## src/rtl/lsu_controller.sv

```systemverilog
// lsu_controller
//   Load/store unit bus sequencer for the memory stage. An aligned load or
//   store is captured in IDLE and issued on a simple request/grant bus. The
//   pipeline is stalled while the access is in flight. A store finishes on
//   grant. A load finishes when read data returns, and the data is then
//   formatted by width and sign. A watchdog counter aborts an access that
//   the bus never finishes and reports it as a bus error.
//
//   Ports
//     clk, rst          : clock, synchronous active-high reset
//     mem_rd, mem_wr    : memory-stage load / store strobe (both set = store)
//     load_type         : 000 lb, 001 lh, 010 lw, 011 lbu, 100 lhu (others = lw)
//     store_type        : 00 sw, 01 sh, 10 sb
//     addr, wdata       : byte address and rs2 store data
//     bus_req, bus_we   : bus request and write enable
//     bus_addr, bus_be  : word-aligned address and byte enables
//     bus_wdata         : lane-replicated store data
//     bus_gnt           : bus accepted the request
//     bus_rvalid        : read data valid
//     bus_rdata         : read data
//     stall             : pipeline freeze while an access is in flight
//     done              : one-cycle completion pulse
//     load_data         : formatted load result, valid with done
//     misalign          : one-cycle misaligned-access flag
//     bus_err           : one-cycle timeout flag, coincident with done
module lsu_controller #(
    parameter int unsigned TIMEOUT_CYC = 255
) (
    input  logic        clk,
    input  logic        rst,
    input  logic        mem_rd,
    input  logic        mem_wr,
    input  logic [2:0]  load_type,
    input  logic [1:0]  store_type,
    input  logic [31:0] addr,
    input  logic [31:0] wdata,
    output logic        bus_req,
    output logic        bus_we,
    output logic [31:0] bus_addr,
    output logic [3:0]  bus_be,
    output logic [31:0] bus_wdata,
    input  logic        bus_gnt,
    input  logic        bus_rvalid,
    input  logic [31:0] bus_rdata,
    output logic        stall,
    output logic        done,
    output logic [31:0] load_data,
    output logic        misalign,
    output logic        bus_err
);

    localparam logic [2:0] LOAD_LB   = 3'b000;
    localparam logic [2:0] LOAD_LH   = 3'b001;
    localparam logic [2:0] LOAD_LW   = 3'b010;
    localparam logic [2:0] LOAD_LBU  = 3'b011;
    localparam logic [2:0] LOAD_LHU  = 3'b100;
    localparam logic [1:0] STORE_SW  = 2'b00;
    localparam logic [1:0] STORE_SH  = 2'b01;
    localparam logic [1:0] STORE_SB  = 2'b10;

    // Counter value that marks the last permitted cycle in REQ/WAIT.
    localparam logic [7:0] TIMEOUT_LAST = 8'(TIMEOUT_CYC - 32'd1);

    typedef enum logic [1:0] {
        IDLE = 2'b00,
        REQ  = 2'b01,
        WAIT = 2'b10,
        DONE = 2'b11
    } state_t;

    state_t      state_r;
    state_t      next_state_s;

    logic        access_s;
    logic        is_store_s;
    logic        misaligned_s;
    logic        start_s;
    logic        misalign_s;
    logic        timeout_hit_s;
    logic        take_rdata_s;
    logic        timeout_s;

    logic        is_store_r;
    logic [2:0]  load_type_r;
    logic [1:0]  offset_r;
    logic [7:0]  timeout_cnt_r;
    logic        bus_req_r;
    logic        bus_we_r;
    logic [31:0] bus_addr_r;
    logic [3:0]  bus_be_r;
    logic [31:0] bus_wdata_r;
    logic        stall_r;
    logic        done_r;
    logic        bus_err_r;
    logic [31:0] load_data_r;

    // True when the access would cross its natural size boundary.
    function automatic logic access_misaligned(
        input logic       store,
        input logic [2:0] ltype,
        input logic [1:0] stype,
        input logic [1:0] off
    );
        logic mis;
        if (store) begin
            case (stype)
                STORE_SB: mis = 1'b0;
                STORE_SH: mis = off[0];
                default:  mis = (off != 2'b00);
            endcase
        end else begin
            case (ltype)
                LOAD_LB, LOAD_LBU: mis = 1'b0;
                LOAD_LH, LOAD_LHU: mis = off[0];
                default:           mis = (off != 2'b00);
            endcase
        end
        return mis;
    endfunction

    // Byte enables for a store of the given width at the given lane offset.
    function automatic logic [3:0] store_be(
        input logic [1:0] stype,
        input logic [1:0] off
    );
        logic [3:0] be;
        case (stype)
            STORE_SB: be = 4'b0001 << off;
            STORE_SH: be = off[1] ? 4'b1100 : 4'b0011;
            default:  be = 4'b1111;
        endcase
        return be;
    endfunction

    // Replicate narrow store data across every lane it could land on.
    function automatic logic [31:0] store_lanes(
        input logic [1:0]  stype,
        input logic [31:0] data
    );
        logic [31:0] lanes;
        case (stype)
            STORE_SB: lanes = {4{data[7:0]}};
            STORE_SH: lanes = {2{data[15:0]}};
            default:  lanes = data;
        endcase
        return lanes;
    endfunction

    // Pick the addressed byte/halfword out of a bus word and extend it.
    function automatic logic [31:0] format_load(
        input logic [2:0]  ltype,
        input logic [1:0]  off,
        input logic [31:0] word
    );
        logic [7:0]  byte_v;
        logic [15:0] half_v;
        logic [31:0] res;
        case (off)
            2'b00:   byte_v = word[7:0];
            2'b01:   byte_v = word[15:8];
            2'b10:   byte_v = word[23:16];
            default: byte_v = word[31:24];
        endcase
        half_v = off[1] ? word[31:16] : word[15:0];
        case (ltype)
            LOAD_LB:  res = {{24{byte_v[7]}}, byte_v};
            LOAD_LH:  res = {{16{half_v[15]}}, half_v};
            LOAD_LBU: res = {24'h00_0000, byte_v};
            LOAD_LHU: res = {16'h0000, half_v};
            LOAD_LW:  res = word;
            default:  res = word;
        endcase
        return res;
    endfunction

    // A simultaneous load and store strobe is resolved as a store.
    assign access_s      = ~rst & (mem_rd | mem_wr);
    assign is_store_s    = mem_wr;
    assign misaligned_s  = access_misaligned(is_store_s, load_type, store_type, addr[1:0]);
    assign timeout_hit_s = (timeout_cnt_r == TIMEOUT_LAST);

    // Next-state and per-cycle control decode.
    always_comb begin
        next_state_s = state_r;
        start_s      = 1'b0;
        misalign_s   = 1'b0;
        take_rdata_s = 1'b0;
        timeout_s    = 1'b0;
        case (state_r)
            IDLE: begin
                if (access_s) begin
                    if (misaligned_s) begin
                        misalign_s   = 1'b1;
                        next_state_s = IDLE;
                    end else begin
                        start_s      = 1'b1;
                        next_state_s = REQ;
                    end
                end else begin
                    next_state_s = IDLE;
                end
            end
            REQ: begin
                // A grant in the timeout cycle still wins.
                if (bus_gnt) begin
                    next_state_s = is_store_r ? DONE : WAIT;
                end else if (timeout_hit_s) begin
                    timeout_s    = 1'b1;
                    next_state_s = DONE;
                end else begin
                    next_state_s = REQ;
                end
            end
            WAIT: begin
                if (bus_rvalid) begin
                    take_rdata_s = 1'b1;
                    next_state_s = DONE;
                end else if (timeout_hit_s) begin
                    timeout_s    = 1'b1;
                    next_state_s = DONE;
                end else begin
                    next_state_s = WAIT;
                end
            end
            DONE: begin
                next_state_s = IDLE;
            end
            default: begin
                next_state_s = IDLE;
            end
        endcase
    end

    // FSM state register.
    always_ff @(posedge clk) begin
        if (rst) begin
            state_r <= IDLE;
        end else begin
            state_r <= next_state_s;
        end
    end

    // Request capture, bus drive, watchdog counter and status pulses.
    always_ff @(posedge clk) begin
        if (rst) begin
            is_store_r    <= 1'b0;
            load_type_r   <= 3'b000;
            offset_r      <= 2'b00;
            timeout_cnt_r <= 8'd0;
            bus_req_r     <= 1'b0;
            bus_we_r      <= 1'b0;
            bus_addr_r    <= 32'h0000_0000;
            bus_be_r      <= 4'b0000;
            bus_wdata_r   <= 32'h0000_0000;
            stall_r       <= 1'b0;
            done_r        <= 1'b0;
            bus_err_r     <= 1'b0;
            load_data_r   <= 32'h0000_0000;
        end else begin
            bus_req_r <= (next_state_s == REQ);
            stall_r   <= (next_state_s == REQ) || (next_state_s == WAIT);
            done_r    <= (next_state_s == DONE);
            bus_err_r <= timeout_s;

            // Bus fields are frozen at issue so they stay stable through REQ.
            if (start_s) begin
                is_store_r  <= is_store_s;
                load_type_r <= load_type;
                offset_r    <= addr[1:0];
                bus_addr_r  <= {addr[31:2], 2'b00};
                bus_we_r    <= is_store_s;
                bus_be_r    <= is_store_s ? store_be(store_type, addr[1:0]) : 4'b1111;
                bus_wdata_r <= is_store_s ? store_lanes(store_type, wdata) : 32'h0000_0000;
            end

            if (start_s) begin
                timeout_cnt_r <= 8'd0;
            end else if ((state_r == REQ) || (state_r == WAIT)) begin
                timeout_cnt_r <= timeout_cnt_r + 8'd1;
            end

            if (take_rdata_s) begin
                load_data_r <= format_load(load_type_r, offset_r, bus_rdata);
            end else if (timeout_s) begin
                load_data_r <= 32'h0000_0000;
            end
        end
    end

    // Stall rises in the issue cycle itself so the pipeline freezes with the
    // instruction; misalign is reported in that same cycle for the same reason.
    assign stall     = start_s | (stall_r & ~rst);
    assign misalign  = misalign_s;
    assign bus_req   = bus_req_r;
    assign bus_we    = bus_we_r;
    assign bus_addr  = bus_addr_r;
    assign bus_be    = bus_be_r;
    assign bus_wdata = bus_wdata_r;
    assign done      = done_r;
    assign bus_err   = bus_err_r;
    assign load_data = load_data_r;

endmodule

```

## config.mk

```make
export PLATFORM = sky130hd
export DESIGN_NAME = lsu_controller
export DESIGN_NICKNAME = d
export VERILOG_FILES = /design/src/rtl/lsu_controller.sv
export SDC_FILE = /design/constraint.sdc
export NUM_CORES = 1
export LEC_CHECK = 0
export CORE_UTILIZATION = 45
export CTS_BUF_LIST = sky130_fd_sc_hd__clkbuf_4
export DETAILED_ROUTE_END_ITERATION = 7
export GPL_ROUTABILITY_DRIVEN = 0
export PLACE_DENSITY = 0.89
export SLEW_MARGIN = 20
export SYNTH_ARGS = -nofsm -noshare
export SYNTH_HDL_FRONTEND = slang
export SYNTH_SLANG_ARGS = --single-unit
```

## constraint.sdc

```tcl
create_clock -name clk -period 3.3 [get_ports clk]
set_clock_uncertainty 0.2 [all_clocks]
set_input_delay 0.495 -clock clk [delete_from_list [all_inputs] [get_ports clk]]
set_output_delay 0.495 -clock clk [all_outputs]
set_load 0.02 [all_outputs]
```

# Word level (Yosys, flattened, before mapping)

Index checks and enable logic that the tools add are counted.

Muxes and demuxes: 33
Reductions and logical operators: 11
Add/sub/neg operators: 1
Equal/unequal tests: 17
Bitwise operators: 5
Shifts and indexed selects: 1

Operators with widths:

| cell                  | count |
|---|---|
| $pmux W32 S4          | 1 |
| $mux W32              | 3 |
| $pmux W32 S2          | 1 |
| $pmux W8 S3           | 1 |
| $mux W1               | 16 |
| $mux W16              | 1 |
| $eq A2 B2 Y1 const B  | 6 |
| $add A8 B1 Y8 const B | 1 |
| $eq A2 B1 Y1 const B  | 4 |
| $eq A8 B8 Y1 const B  | 1 |
| $mux W4               | 2 |
| $pmux W2 S4           | 1 |
| $pmux W4 S2           | 1 |
| $eq A3 B1 Y1 const B  | 2 |
| $eq A3 B2 Y1 const B  | 2 |
| $eq A3 B3 Y1 const B  | 2 |
| $logic_not A3 Y1      | 2 |
| $mux W2               | 3 |
| $pmux W1 S2           | 3 |
| $reduce_or A2 Y1      | 3 |
| $logic_not A2 Y1      | 2 |
| $reduce_bool A2 Y1    | 2 |
| $shl A1 B2 Y4 const A | 1 |
| $and A1 B1 Y1         | 2 |
| other kinds (3)       | 5 |

Logic and storage cells: 81
Register bits: 118
Input port bits: 107

# Depth between registers and ports, before layout

Depth after elaboration: 9
Mapped depth: 11
Gate-level depth less buffers: 8

# Worst setup path after synthesis

Ideal clock, no wire load.

Path kind: input-to-output
Start point: input port store_type[0]
End point: output port stall
Cell stages on the path: 9
Data arrival time: 2.092 ns
Data required time: 2.605 ns
Path slack: 0.513 ns
Cell sequence: inv_1 > ha_1 > clkbuf_1 > o21ai_1 > a31oi_1 > a211o_1 > buf_2 > buf_4 > o21ai_0

Longest elaborated chain between the ends: 7
Elaborated cells between the ends (all ways): 8

RTL lines:

| what                                                | RTL line | source |
|---|---|---|
| start: declaration                                  | 34       | `input logic [1:0] store_type,` |
| $eq A2 B1 Y1 / $eq A2 B2 Y1 (equally long branches) | 106      | `case (stype)` |
| $pmux W1 S2 (*)                                     | 106      |  |
| $mux W1 (*)                                         | 105      | `if (store) begin` |
| $mux W1 (*)                                         | 192      | `if (misaligned_s) begin` |
| $mux W1 (*)                                         | 191      | `if (access_s) begin` |
| $mux W1 (*)                                         | 189      | `case (state_r)` |
| $or A1 B1 Y1 (*)                                    | 292      | `assign stall = start_s \| (stall_r & ~rst);` |
| end: declaration                                    | 45       | `output logic stall,` |

Mark *: on every way between the ends. The rest lies on a longest branch, timed or not.

# Worst setup path after layout

Same ends and word-level chain as after synthesis.

==> impl_metrics.json <==
{
  "syn_inst": 570,
  "start_util_pct": 47.1,
  "final_area_mm2": 0.00790,
  "slew_violations": 0,
  "synth.area.mux_share_pct": 9.44,
  "grt_remaining_overflow": 0,
  "cts.reportedPaths.clkPinSlew_ps": 80,
  "antenna_found_initial": 2,
  "synth_warnings": 0,
  "ys_async_sr_fraction_pct": 0,
  "synth_simple_gate_area_share_pct": 17.6,
  "core_area_mm2": 0.0116,
  "period_needed_ps": 3050,
  "r2r-start": "offset_r[0]",
  "holdWs_ps": 268,
  "end_kind": "primary output",
  "cts_tree": "done",
  "initialDrtViolationCount": 313,
  "first_global_vias": 5509,
  "synth-main-ff-cell": "dfxtp_1",
  "fmaxAchievable_mhz": 328,
  "fin_cells": 930,
  "place_area_mm2": 0.00769,
  "max-clock-path-buffers": 2,
  "synthesis.area_mm2": 0.00547,
  "r2r_cells": 4,
  "post-dp-hpwl_mm": 12.1,
  "path_max_fanout": 4,
  "detail-route-antenna-nets": 0,
  "dieArea_mm2": 0.0126,
  "die_h_um": 112,
  "cts.sinks": 118,
  "rrSetupSlack_ps": 1000,
  "crit_arrival_ps": 2360,
  "whs_endpoint": "load_data[18]",
  "portBuffers": 210,
  "setup_violations": 0,
  "ys_ff_latch": 118,
  "worst_slew_pin_slew_ps": 882,
  "status": "finished, violations left",
  "drc_errors": 7,
  "syn_avg_cell_area_um2": 9.60,
  "ys_seq_area_share_pct": 43.2,
  "drive_gt1_share_pct": 10.7,
  "synth_top_family_by_area": "compound AO/OA/AOI/OAI gates",
  "drtPass1Iterations": 7,
  "row_count": 39,
  "track_usage_pct": 26.7,
  "finish.utilization_pct": 68.1,
  "nets": 889,
  "synth_xor_area_share_pct": 1.28,
  "cts_setup_buffers": 0,
  "clock-root-buffer": "clkbuf_4",
  "min_path_type": "register to register",
  "synth_fa_ha_area_share_pct": 2.06,
  "clkLatencyLatePin_ps": 530,
  "hold_viol": 0,
  "routedWlPerCell_um": 17.6,
  "fillers": 905,
  "area_delta_synth_final_pct": 44.4,
  "finalCritPeriodShare_pct": 92.4,
  "dp.cells": 897,
  "required_ps": 2600,
  "io_pins": 213,
  "irDropWorstVdd_uv": 303,
  "hold_buffers": 0,
  "grt_max_degree": 54,
  "crit_type": "primary input to primary output",
  "area.sequential_mm2": 0.00236,
  "synth_compound_area_share_pct": 21.6,
  "startpoint_type": "primary input",
  "htree_levels": 4,
  "die_x_um": 112,
  "grt_first_pass_wirelength_mm": 26.6,
  "violations": "DRC",
  "slew_headroom_pct": 41.1,
  "multiInputGateArea_mm2": 0.00287,
  "leakage_nw": 3.00,
  "synth_edf_count": 0,
  "rsz0062_at_grt": "no",
  "numCtsBuffers": 17,
  "num_vias": 5240,
  "min_from": "load_data[18]",
  "via_per_inst": 5.63,
  "drv_cap": 0,
  "wl_mm": 16.3,
  "hold_depth": 1,
  "r2r-end": "load_data[15]",
  "p_per_area_mw_per_mm2": 404,
  "ys_types": 51,
  "setup-tns-final_ps": 0
}
## sequential cells by signal, indices dropped and copies added (netlist names)
register	count
bus_addr	30
bus_be	4
bus_err	1
bus_req	1
bus_wdata	32
bus_we	1
done	1
load_data	32
load_type_r	3
offset_r	2
stall_r	1
state_r	2
timeout_cnt_r	8
## critical path, cell delays in order
cell and delay, ps:
clkdlybuf4s50_1 480, inv_1 50, ha_1 340, buf_4 150, nand2_1 110, a31oi_1 100
a211o_2 340, o21ai_0 80, clkbuf_2 210
## power by group
group | internal [mW] | switching [mW] | total [mW]
sequential | 1.50 | 0.0619 | 1.57
clock | 0.316 | 0.511 | 0.827
combinational | 0.405 | 0.393 | 0.798
total | 2.22 | 0.966 | 3.19
## area by class of cell
class / instances / area share [%]
multi-input combinational: 394 / 36.3
tap: 143 / 2.26
clock inverter: 9 / 0.475
inverter: 14 / 0.665
timing repair buffer: 228 / 28.2
sequential: 118 / 29.9
antenna: 2 / 0.0633
clock buffer: 22 / 2.09
## what timing repair did
action,in CTS,in global routing
pin swaps,0,0
resized for setup,1,5
setup endpoints to repair,1,2
## worst max-delay path by stage
stage                   from    end  slack [ps]
2_1_floorplan  store_type[0]  stall         510
3_3_place_gp   store_type[0]  stall        -150
3_5_place_dp   store_type[0]  stall        -180
4_1_cts        store_type[0]  stall          90
5_1_grt        store_type[0]  stall         130
6_report       store_type[0]  stall         250
## synthesized netlist by cell type, types with 8 or more instances
cell,n,area [um^2]
nor2b_1,39,244
nand2_1,19,71.3
a221oi_1,9,78.8
buf_2,8,40.0
nand3_1,11,55.1
o221ai_1,8,70.1
o21ai_0,9,45.0
a22o_1,24,210
clkbuf_1,30,113
nor3b_1,10,75.1
mux2i_1,10,100
mux2_2,34,383
inv_1,14,52.6
o22ai_1,9,56.3
a21oi_1,25,125
nor2_1,41,154
ha_1,9,113
nand2b_1,30,188
o2bb2ai_1,38,333
dfxtp_1,118,2360
## cells in the final DEF (no fill, tap or decap), types with 2 or more instances in the layout
| master | n |
|---|---|
| a21boi_0 | 2 |
| ha_1 | 9 |
| o21ai_0 | 9 |
| conb_1 | 2 |
| buf_4 | 18 |
| nand2_1 | 19 |
| o21bai_1 | 2 |
| mux2_2 | 34 |
| nand4_1 | 4 |
| a22oi_1 | 4 |
| nand3_1 | 11 |
| clkinv_2 | 3 |
| dfxtp_1 | 118 |
| xnor2_1 | 5 |
| a21oi_1 | 25 |
| and2_1 | 7 |
| a211o_1 | 4 |
| nor2_1 | 41 |
| nor2b_1 | 39 |
| mux2i_1 | 10 |
| clkdlybuf4s50_1 | 207 |
| a221oi_1 | 8 |
| o221ai_1 | 8 |
| a22o_1 | 24 |
| a32oi_1 | 7 |
| o2bb2ai_1 | 38 |
| o22ai_1 | 9 |
| nand3b_1 | 3 |
| a211oi_1 | 2 |
| xor2_1 | 3 |
| clkbuf_4 | 22 |
| nand2b_1 | 30 |
| a31oi_1 | 2 |
| inv_1 | 14 |
| clkinv_1 | 6 |
| diode_2 | 2 |
| nor3b_1 | 10 |
| nand4b_1 | 7 |
## kinds of logic (layout without fill, tap and decap cells)
group	Yosys count	count (layout)
other	1	4
DFF	118	118
and+or+nand+nor	175	175
buffers and inverters	59	273
muxes	46	46
AOI/OAI and AO/OA	154	154
adders and majority gates	9	9
xor gates and xnor gates	8	8
## layer usage
metal	routed length [um]	vias to the layer above	global-route usage (%)
met5	0	-	0
met1	6740	2463	31.7
met4	603	0	14.8
met3	1310	46	8.59
met2	7670	245	42.9
li1	-	2486	-
## metrics by stage
step           worst slack [ps]  total power, mW
2_1_floorplan               513             2.01
6_report                    249             3.19
3_5_place_dp               -183             2.39
4_1_cts                    91.9             3.20
3_3_place_gp               -147             2.36
5_1_grt                     134             3.35
No activity file was read; power rests on OpenSTA's default activity.
